File: src/rtl/uart_rx_ctrl.sv
// Frame sequencer for the UART receiver: start detection, per-bit edge/bit counting,
// check/sample strobes and the end-of-frame DATA_VALID / FRAME_ERR pulse.
module uart_rx_ctrl #(
    parameter int unsigned DATA_WIDTH = 8,
    parameter int unsigned PRESC_W    = 6
) (
    input  logic               clk,
    input  logic               rst_n,
    input  logic               rx_in,
    input  logic               par_en,
    input  logic [PRESC_W-1:0] prescale,
    input  logic               strt_err,
    input  logic               par_err,
    input  logic               stp_err,
    output logic [PRESC_W-1:0] edge_cnt,
    output logic               dat_samp_en,
    output logic               strt_chk_en,
    output logic               deser_en,
    output logic               par_chk_en,
    output logic               stp_chk_en,
    output logic               data_valid,
    output logic               frame_err
);

    localparam int unsigned BitW = $clog2(DATA_WIDTH + 1);

    typedef enum logic [2:0] {
        StIdle,
        StStart,
        StData,
        StParity,
        StStop
    } state_e;

    state_e             state_q;
    logic [PRESC_W-1:0] edge_cnt_q;
    logic [BitW-1:0]    bit_cnt_q;
    logic [PRESC_W-1:0] p_q;
    logic               par_en_q;
    logic               par_err_q;
    logic               data_valid_q;
    logic               frame_err_q;

    logic [PRESC_W-1:0] p_sel;
    logic [PRESC_W-1:0] ck;
    logic [PRESC_W-1:0] ck_next;
    logic [PRESC_W-1:0] p_last;
    logic               at_ck;
    logic               at_ck_next;
    logic               wrap;

    // Unsupported oversampling ratios fall back to 8.
    always_comb begin
        p_sel = PRESC_W'(8);
        if (prescale == PRESC_W'(16) || prescale == PRESC_W'(32)) begin
            p_sel = prescale;
        end
    end

    // The sampler votes on edges P/2-1..P/2+1, so its result is settled at P/2+2.
    assign ck         = (p_q >> 1) + PRESC_W'(2);
    assign ck_next    = ck + PRESC_W'(1);
    assign p_last     = p_q - PRESC_W'(1);
    assign at_ck      = (edge_cnt_q == ck);
    assign at_ck_next = (edge_cnt_q == ck_next);
    assign wrap       = (edge_cnt_q == p_last);

    always_ff @(posedge clk or negedge rst_n) begin
        if (!rst_n) begin
            state_q      <= StIdle;
            edge_cnt_q   <= '0;
            bit_cnt_q    <= '0;
            p_q          <= PRESC_W'(8);
            par_en_q     <= 1'b0;
            par_err_q    <= 1'b0;
            data_valid_q <= 1'b0;
            frame_err_q  <= 1'b0;
        end else begin
            data_valid_q <= 1'b0;
            frame_err_q  <= 1'b0;
            if (state_q != StIdle) begin
                edge_cnt_q <= wrap ? '0 : edge_cnt_q + PRESC_W'(1);
            end
            unique case (state_q)
                StIdle: begin
                    if (!rx_in) begin
                        state_q    <= StStart;
                        edge_cnt_q <= '0;
                        bit_cnt_q  <= '0;
                        p_q        <= p_sel;
                        par_en_q   <= par_en;
                    end
                end
                StStart: begin
                    if (at_ck_next && strt_err) begin
                        state_q    <= StIdle;
                        edge_cnt_q <= '0;
                        bit_cnt_q  <= '0;
                    end else if (wrap) begin
                        state_q <= StData;
                    end
                end
                StData: begin
                    if (wrap) begin
                        if (bit_cnt_q == BitW'(DATA_WIDTH - 1)) begin
                            bit_cnt_q <= '0;
                            state_q   <= par_en_q ? StParity : StStop;
                        end else begin
                            bit_cnt_q <= bit_cnt_q + BitW'(1);
                        end
                    end
                end
                StParity: begin
                    if (at_ck_next) begin
                        par_err_q <= par_err;
                    end
                    if (wrap) begin
                        state_q <= StStop;
                    end
                end
                StStop: begin
                    // Leave before the stop bit ends so a back-to-back start edge is seen.
                    if (at_ck_next) begin
                        state_q    <= StIdle;
                        edge_cnt_q <= '0;
                        par_err_q  <= 1'b0;
                        if (stp_err || par_err_q) begin
                            frame_err_q <= 1'b1;
                        end else begin
                            data_valid_q <= 1'b1;
                        end
                    end
                end
                default: begin
                    state_q    <= StIdle;
                    edge_cnt_q <= '0;
                    bit_cnt_q  <= '0;
                end
            endcase
        end
    end

    assign edge_cnt    = edge_cnt_q;
    assign dat_samp_en = (state_q != StIdle);
    assign strt_chk_en = (state_q == StStart)  && at_ck;
    assign deser_en    = (state_q == StData)   && at_ck;
    assign par_chk_en  = (state_q == StParity) && at_ck;
    assign stp_chk_en  = (state_q == StStop)   && at_ck;
    assign data_valid  = data_valid_q;
    assign frame_err   = frame_err_q;

endmodule

File: config.mk
export PLATFORM = sky130hd
export DESIGN_NAME = uart_rx_ctrl
export DESIGN_NICKNAME = d
export VERILOG_FILES = /design/src/rtl/uart_rx_ctrl.sv
export SDC_FILE = /design/constraint.sdc
export NUM_CORES = 1
export LEC_CHECK = 0
export ABC_AREA = 1
export CAP_MARGIN = 10
export CORE_UTILIZATION = 40
export DETAILED_ROUTE_END_ITERATION = 12
export PLACE_DENSITY_LB_ADDON = 0.2
export SYNTH_ARGS = -nofsm -noshare
export SYNTH_HDL_FRONTEND = slang
export SYNTH_SLANG_ARGS = --single-unit
File: constraint.sdc
create_clock -name clk -period 4.7 [get_ports clk]
set_input_delay 0.94 -clock clk [delete_from_list [all_inputs] [get_ports clk]]
set_output_delay 0.94 -clock clk [all_outputs]
set_load 0.02 [all_outputs]
==> out/metrics.yaml, run 1 <==
grt_pass1_vias: 1703
post-route-util: 0.506
path_class: "flop to output port"
synth_cell_type_count: 32
die_h_um: 71.3
dp_hpwl_mm: 3.42
overflow: 0
cts_root_buf: "clkbuf_8"
ctsLongestPathBuffers: 2
setup_viol: 0
slew_headroom: 0.310
finalHoldViolations: 0
power_density_nw_per_um2: 531
num_rows: 24
worstPathArrival_ns: 2.89
ys_seq_area_frac: 0.300
violations: "design-rule violations"
dpl-instance-area_um2: 2220
core_area_um2: 4470
synth_edf_count: 0
syn_to_final_growth_pct: 17.8
crit_family: "buffers and inverters"
synth_top_area_share: 0.286
synthTopCellsByArea: "dfrtp_1 29%, nand2_1 15%, nand3_1 8.3%, inv_1 7.0%, ha_1 5.9%"
ant_nets: 0
rsz0062_at_grt: "no"
drive_above_1_share: 0.0945
cts_made_buffers: 3
crit_required_ns: 3.76
fin_skew_ns: 0.00527
cts_setup_buffers: 0
finish.instance_area_um2: 2260
synthTopCellsByCount: "75 x nand2_1, 36 x inv_1, 32 x nand3_1"
synth_largest_area_cell: "dfrtp_1"
drv_slew: 0
initial_core_util: 0.430
synthMostInstantiatedCell: "nand2_1"
syn-mean-instance-area_um2: 6.80
end_kind: "output port"
yosys_warnings: 0
ios: 26
grt_util_all_layers: 0.194
synth_seq_cells: 23
grt_antenna_before_repair: 0
maxCapViolCount: 0
synth-main-ff-cell: "dfrtp_1"
crit_path_start_kind: "flop"
period_minus_slack_ns: 3.83
cts_tree: "built"
cts_hold_buf: 0
reg2reg_slack_ns: 2.33
cts_num_sinks: 23
place_congestion: 0.850
grt_max_degree: 24
finalPower_mw: 1.20
tns_ns: 0
wl_per_cell_um: 12.3
grt_pass1_wl_mm: 7.87
async_flop_share: 1.00
dieWidth_um: 71.3
critPathMaxStageDelay_ns: 0.64
h-tree-depth: 1
drt_iter0_markers: 135
viasPerCell: 5.00
dr_total_vias: 1795
cp_max_fo: 8
dr.pass1.iters: 8
hold_class: "flop to flop"
period_share: 0.816
cp_num_buf_inv: 3
cp_common_cell: "inv_1"
ir_drop_mv: 0.273
syn_nets: 305
post_cts_resized: 0
drc: 2
final_nets: 330
status: "finished with violations"
port_buffers: 25
dieArea_um2: 5090
antenna_cells: 0
worstMarginPinSlew_ns: 1.03
syn_inst: 283
syn_area_um2: 1920
fmax_mhz: 261
path_cells: "inv_1 > ha_1 > inv_1 > nand2_1 > a221oi_1 > nand4_1 > nor4_1 > clkdlybuf4s50_1"
clkTransAtPathRegs_ns: 0.09
slowest_stage: "clkdlybuf4s50_1"
insertion_delay_ns: 0.27
wirelength_mm: 4.40
leakage_nw: 1.09
[flip-flops by register name, summed over array words and instances (netlist names)]
| register | cells |
|---|---|
| frame_err | 1 |
| data_valid | 1 |
| p_q | 6 |
| par_en_q | 1 |
| state_q | 3 |
| bit_cnt_q | 4 |
| par_err_q | 1 |
| edge_cnt | 6 |
[power by group]
part	internal, mW	switching, mW
logic	0.266	0.454
registers	0.258	0.0960
clock network	0.0600	0.0677
[path summary, 6_finish.rpt]
| kind | startpoint | end | depth (start not counted) |
|---|---|---|---|
| max | p_q[2]$_DFFE_PN0P_ | strt_chk_en | 8 |
| min | par_err_q$_DFFE_PN0P_ | data_valid$_DFF_PN0_ | 1 |
| max reg2reg | p_q[2]$_DFFE_PN0P_ | state_q[1]$_DFFE_PN0P_ | 16 |
| min reg2reg | par_err_q$_DFFE_PN0P_ | data_valid$_DFF_PN0_ | 1 |
| max in group asynchronous | rst_n | p_q[0]$_DFFE_PN0P_ | 1 |
| min in group asynchronous | rst_n | data_valid$_DFF_PN0_ | 1 |
[cells by family (layout without fill, tap and decap cells)]
logic type	count (synthesis)	after routing	share of synthesized area
AOI/OAI and AO/OA	18	18	0.0521
xor gates and xnor gates	16	16	0.0729
adders and majority gates	9	9	0.0586
buffers and inverters	46	70	0.0937
DFF	23	23	0.300
and+or+nand+nor	171	171	0.423
[layout make-up]
class / count / area [um2]
Clock buffer: 3 / 41.3
Clock inverter: 1 / 7.51
Fill cell: 446 / 2210
Inverter: 40 / 150
Multi-Input combinational cell: 214 / 1170
Sequential cell: 23 / 577
Tap cell: 52 / 65.1
Timing Repair Buffer: 26 / 258
[stage by stage]
stage,hold WS (ns),cells,worst slack [ns]
CTS,0.465,359,0.849
finish,0.461,359,0.865
global route,0.483,359,0.618
detailed placement,0.452,355,1.16
floorplan,0.426,283,1.58
global placement,0.447,355,1.19
[cell usage in the layout (no fill, tap or decap), types with 6 or more instances in the layout]
master / n
dfrtp_1: 22
inv_1: 36
nand3_1: 32
nand2_2: 6
nor2_1: 23
xor2_1: 11
nand2_1: 75
o21ai_0: 9
ha_1: 9
clkdlybuf4s50_1: 25
nand4_1: 16
[layer usage]
| layer | global-route usage | share of wire | vias up |
|---|---|---|---|
| li1 | - | - | 962 |
| met1 | 0.269 | 0.52 | 803 |
| met2 | 0.316 | 0.45 | 26 |
| met3 | 0.0323 | 0.025 | 4 |
| met4 | 0.0467 | 0.0095 | 0 |
| met5 | 0 | 0 | - |
Note: power is estimated with default switching activity, not from simulation.
==> run 2, diff against run 1 <==
- clock period: 4.7 -> 3.6 ns (I/O delays scaled with it)
==> run 2 against run 1 <==
  * The run still ends with design-rule violations left
  * Largest power group unchanged
  * Sequential share of layout area down 0.071 points
  * Highest routed layer unchanged
  * Final cell count increased by 0.28%
  * Design area grew 0.50%
  * First-iteration DRC count decreased by 15%
==> out/metrics.yaml, run 2 (same netlist as run 1, synthesis figures left out) <==
fin_skew_ns: 0.00669  # +0.00142 ns
setup_viol: 0  # unchanged
cts_root_buf: "clkbuf_8"
die_h_um: 71.3  # unchanged
min_path_cells: 1  # unchanged
num_rows: 24  # unchanged
ant_nets: 0  # unchanged
clkTransAtPathRegs_ns: 0.09  # about the same
grt_util_all_layers: 0.184  # -0.0100
dp_hpwl_mm: 3.38  # -1.1%
violations: "design-rule violations"
dr.pass1.iters: 8  # unchanged
grt_pass1_wl_mm: 7.47  # -5.1%
cts_made_buffers: 3  # unchanged
syn_to_final_growth_pct: 18.3
viasPerCell: 5.21  # +4.1%
dpl-instance-area_um2: 2220  # unchanged
worstMarginPinSlew_ns: 1.03  # -0.00142 ns
crit_required_ns: 2.88  # -0.88 ns
leakage_nw: 1.15  # +5.5%
place_congestion: 0.889  # +4.6%
finish.instance_area_um2: 2280  # +0.50%
hold_class: "flop to flop"
reg2reg_depth: 16  # unchanged
power_density_nw_per_um2: 687  # +29%
grt_antenna_before_repair: 0  # unchanged
dieArea_um2: 5090  # unchanged
end_kind: "output port"
slew_headroom: 0.311  # +0.000952
startpoint: "p_q[3]$_DFFE_PN1P_"
cp_max_fo: 7  # -1
reg2reg_slack_ns: 1.27  # -1.06 ns
maxCapViolCount: 0  # unchanged
final_nets: 331  # +0.30%
ir_drop_mv: 0.449  # +64%
crit_path_start_kind: "flop"
ios: 26  # unchanged
wirelength_mm: 4.33  # -1.7%
drc: 2  # unchanged
port_buffers: 25  # unchanged
h-tree-depth: 1  # unchanged
holdPathEnd: "data_valid$_DFF_PN0_"
rr_endpoint: "state_q[1]$_DFFE_PN0P_"
grt_max_degree: 24  # unchanged
tns_ns: 0  # unchanged
worstPathArrival_ns: 2.59  # -0.30 ns
antenna_cells: 0  # unchanged
drv_slew: 0  # unchanged
period_share: 0.919
post-route-util: 0.509  # +0.00252
wl_per_cell_um: 12.0  # -2.0%
insertion_delay_ns: 0.27  # about the same
path_class: "flop to output port"
cts_num_sinks: 23  # unchanged
n_fill_cell: 461  # +3.4%
overflow: 0  # unchanged
min_from: "par_err_q$_DFFE_PN0P_"
core_area_um2: 4470  # unchanged
cts_tree: "built"
dieWidth_um: 71.3  # unchanged
grt_pass1_vias: 1662  # -2.4%
period_minus_slack_ns: 3.31
rsz0062_at_grt: "no"
r2r-start: "p_q[3]$_DFFE_PN1P_"
layout_commonest_cell: "nand2_1"
drive_above_1_share: 0.104  # +0.00943
fmax_mhz: 302
status: "finished with violations"
ctsLongestPathBuffers: 2  # unchanged
layout_common_cells: "75 x nand2_1, 36 x inv_1, 32 x nand3_1"
initial_core_util: 0.430  # unchanged
finalHoldViolations: 0  # unchanged
drt_iter0_markers: 115  # -15%
dr_total_vias: 1874  # +4.4%
-- run 2: cell types whose count changed in the layout (fill, tap and decap cells not counted) --
cell,previous run,this run
clkdlybuf4s50_1,25,21
dlymetal6s2s_1,0,3
buf_4,1,2
clkbuf_2,0,1
dfrtp_1,22,21
dfrtp_2,0,1
-- run 2: worst max-delay path, cell delays in order (launching register included) --
cell and delay (ns):
dfstp_2 0.59, inv_1 0.11, ha_1 0.33, inv_1 0.11, nand2_1 0.08, a221oi_1 0.28
nand4_1 0.23, buf_4 0.20, nor4_1 0.16, clkbuf_2 0.21
-- run 2: final cells by class --
type                       count  area (um2)  area share
timing repair buffer          27         268       0.118
clock inverter                 1        7.51     0.00330
multi-input combinational    214        1170       0.512
inverter                      40         150      0.0660
sequential                    23         578       0.254
tap                           52        65.1      0.0286
clock buffer                   3        41.3      0.0181
-- run 2: timing repair --
item | CTS | global route
setup buffers | 0 | 1
endpoints found under the hold margin | 0 | 0
gates resized for setup | 2 | 6
hold buffers | 0 | 0
pin swaps | 1 | 1
endpoints found under the setup margin | 1 | 3
-- run 2: per-stage QoR --
stage | setup WS (ns) | power (mW) | std cells | hold WS (ns)
2_1_floorplan | 0.698 | 1.14 | 283 | 0.424
3_3_place_gp | 0.316 | 1.39 | 355 | 0.448
3_5_place_dp | 0.248 | 1.40 | 355 | 0.460
4_1_cts | 0.0519 | 1.57 | 359 | 0.472
5_1_grt | 0.0848 | 1.72 | 360 | 0.484
6_report | 0.291 | 1.56 | 360 | 0.465
-- run 2: worst max-delay path by stage --
stage	cells after the start	end	slack, ns
detailed placement	8	strt_chk_en	0.25
finish	9	strt_chk_en	0.29
global placement	8	strt_chk_en	0.32
global route	9	strt_chk_en	0.08
floorplan	7	strt_chk_en	0.70
CTS	8	deser_en	0.05
-- run 2: per-layer routing --
metal / global-route usage / routed length (um) / vias up
met1: 0.258 / 2160 / 881
met2: 0.299 / 1980 / 27
li1: - / - / 962
met4: 0.0378 / 46 / 0
met5: 0 / 0 / -
met3: 0.0309 / 138 / 4
-- run 2: power by group --
group	internal, mW	leakage, nW	switching, mW
combinational	0.348	0.826	0.588
sequential	0.336	0.303	0.125
clock	0.0784	0.0217	0.0877
==> run 3, diff against run 2 <==
- PLACE_DENSITY: default -> 0.73
- PLACE_DENSITY_LB_ADDON: 0.2 -> default
==> run 3 against run 2 <==
  * The flow still finishes with violations (design-rule violations)
  * First-iteration DRC count shrank 29%
  * Total power is essentially flat
  * Worst setup slack lost 0.14 ns
  * Sequential share of layout area is essentially flat
  * Clock skew shrank 0.0023 ns
  * Fmax shrank 4.1%
  * Combinational power grew 0.4%
  * Final cell count is the same
  * Sequential power is essentially flat
  * Clock power is essentially flat
  * Non-clock buffer count is the same
  * Critical endpoint is now stp_chk_en
==> out/metrics.yaml, run 3 (same netlist as run 1, synthesis figures left out) <==
status: "finished with violations"
violations: "design-rule violations"
cts_tree: "built"
h-tree-depth: 1  # unchanged
grt_pass1_wl_mm: 7.51  # +0.47%
core_area_um2: 4470  # unchanged
period_share: 0.959  # +0.0397
r2r-start: "p_q[3]$_DFFE_PN1P_"
slew_headroom: 0.339  # +0.0282
ant_nets: 0  # unchanged
die_h_um: 71.3  # unchanged
grt_util_all_layers: 0.185  # +0.000545
fin_cells: 360  # unchanged
dieArea_um2: 5090  # unchanged
leakage_nw: 1.13  # -1.6%
fin_skew_ns: 0.00441  # -0.00228 ns
setup_viol: 0  # unchanged
cts_made_buffers: 3  # unchanged
crit_required_ns: 2.88  # about the same
rr_endpoint: "state_q[1]$_DFFE_PN0P_"
fmax_mhz: 290  # -4.1%
drive_above_1_share: 0.104  # unchanged
overflow: 0  # unchanged
finish.instance_area_um2: 2270  # -0.11%
crit_path_start_kind: "flop"
ctsLongestPathBuffers: 2  # unchanged
regArea_um2: 578  # unchanged
cts_root_buf: "clkbuf_8"
grt_antenna_before_repair: 0  # unchanged
wirelength_mm: 4.30  # -0.69%
port_buffers: 25  # unchanged
min_from: "par_err_q$_DFFE_PN0P_"
rsz0062_at_grt: "no"
ios: 26  # unchanged
min_path_cells: 1  # unchanged
place_congestion: 0.903  # +1.7%
multi_input_area_um2: 1170  # unchanged
drc: 1  # -1
antenna_cells: 0  # unchanged
layout_commonest_cell: "nand2_1"
holdPathEnd: "data_valid$_DFF_PN0_"
worstMarginPinSlew_ns: 0.988  # -0.0421 ns
path_class: "flop to output port"
hold_class: "flop to flop"
post-route-util: 0.508  # -0.000559
dp_hpwl_mm: 3.37  # -0.29%
dr.pass1.iters: 8  # unchanged
maxCapViolCount: 0  # unchanged
reg2reg_slack_ns: 1.25  # -0.02 ns
final_nets: 331  # unchanged
cts_hold_buf: 0  # unchanged
grt_max_degree: 24  # unchanged
dieWidth_um: 71.3  # unchanged
tns_ns: 0  # unchanged
n_fill_cell: 425  # -7.8%
drt_iter0_markers: 82  # -29%
clkTransAtPathRegs_ns: 0.09  # about the same
end_kind: "output port"
grt_pass1_vias: 1713  # +3.1%
layout_common_cells: "75 x nand2_1, 36 x inv_1, 32 x nand3_1"
num_rows: 24  # unchanged
power_density_nw_per_um2: 687  # +0.11%
worstPathArrival_ns: 2.73  # +0.14 ns
wl_per_cell_um: 11.9  # -0.69%
dpl-instance-area_um2: 2220  # unchanged
reg2reg_depth: 16  # unchanged
ir_drop_mv: 0.412  # -8.2%
dp.cells: 355  # unchanged
insertion_delay_ns: 0.26  # about the same
finalPower_mw: 1.56  # about the same
cts_num_sinks: 23  # unchanged
initial_core_util: 0.430  # unchanged
viasPerCell: 5.15  # -1.1%
finalHoldViolations: 0  # unchanged
dr_total_vias: 1853  # -1.1%
syn_to_final_growth_pct: 18.2
period_minus_slack_ns: 3.45  # +0.143 ns
drv_slew: 0  # unchanged
cp_max_fo: 7  # unchanged
-- run 3: changes by cell type in the layout (fill, tap and decap cells not counted), sizes merged --
cell,change
dlymetal6s2s,-1
clkdlybuf4s50,+1
-- run 3: worst max-delay path by stage --
stage / from / endpoint / cells past startpoint
after floorplan: p_q[3]$_DFFE_PN1P_ / strt_chk_en / 7
after global placement: p_q[3]$_DFFE_PN1P_ / strt_chk_en / 8
after detailed placement: p_q[2]$_DFFE_PN0P_ / strt_chk_en / 8
after CTS: p_q[3]$_DFFE_PN1P_ / deser_en / 8
after global routing: p_q[3]$_DFFE_PN1P_ / stp_chk_en / 8
final: p_q[3]$_DFFE_PN1P_ / stp_chk_en / 8
-- run 3: critical path: stages (launching register included) --
cell,delay (ns)
dfstp_2,0.60
inv_1,0.11
ha_1,0.32
inv_1,0.11
nand2_1,0.08
a221oi_1,0.30
nand4_1,0.22
nor2_1,0.13
clkdlybuf4s50_1,0.61
-- run 3: what timing repair did --
| action | CTS | global route |
|---|---|---|
| resized for setup | 2 | 5 |
| setup endpoints to repair | 1 | 3 |
| setup buffers | 0 | 1 |
| pin swaps | 0 | 1 |
-- run 3: layout make-up --
class | count | area share
clock inverters | 1 | 0.00330
multi-input cells | 214 | 0.513
repair buffers | 27 | 0.117
clock buffers | 3 | 0.0182
well taps | 52 | 0.0286
inverters | 40 | 0.0660
flip-flops and latches | 23 | 0.254
-- run 3: per-layer routing --
metal,global-route usage,part of all wire,wire (um)
met4,0.0511,0.019,81
met3,0.0352,0.047,201
met5,0,0,0
met2,0.302,0.46,1980
met1,0.250,0.47,2030
-- run 3: power breakdown --
group | internal [mW] | total, mW | switching (mW)
clock network | 0.0783 | 0.164 | 0.0855
logic | 0.348 | 0.940 | 0.592
registers | 0.336 | 0.459 | 0.123
total | 0.763 | 1.56 | 0.800
-- run 3: through the flow --
step / setup WS, ns / hold WS (ns)
final: 0.147 / 0.469
after global routing: 0.0121 / 0.527
after CTS: 0.0937 / 0.474
after detailed placement: 0.311 / 0.459
after global placement: 0.339 / 0.447
after floorplan: 0.698 / 0.424
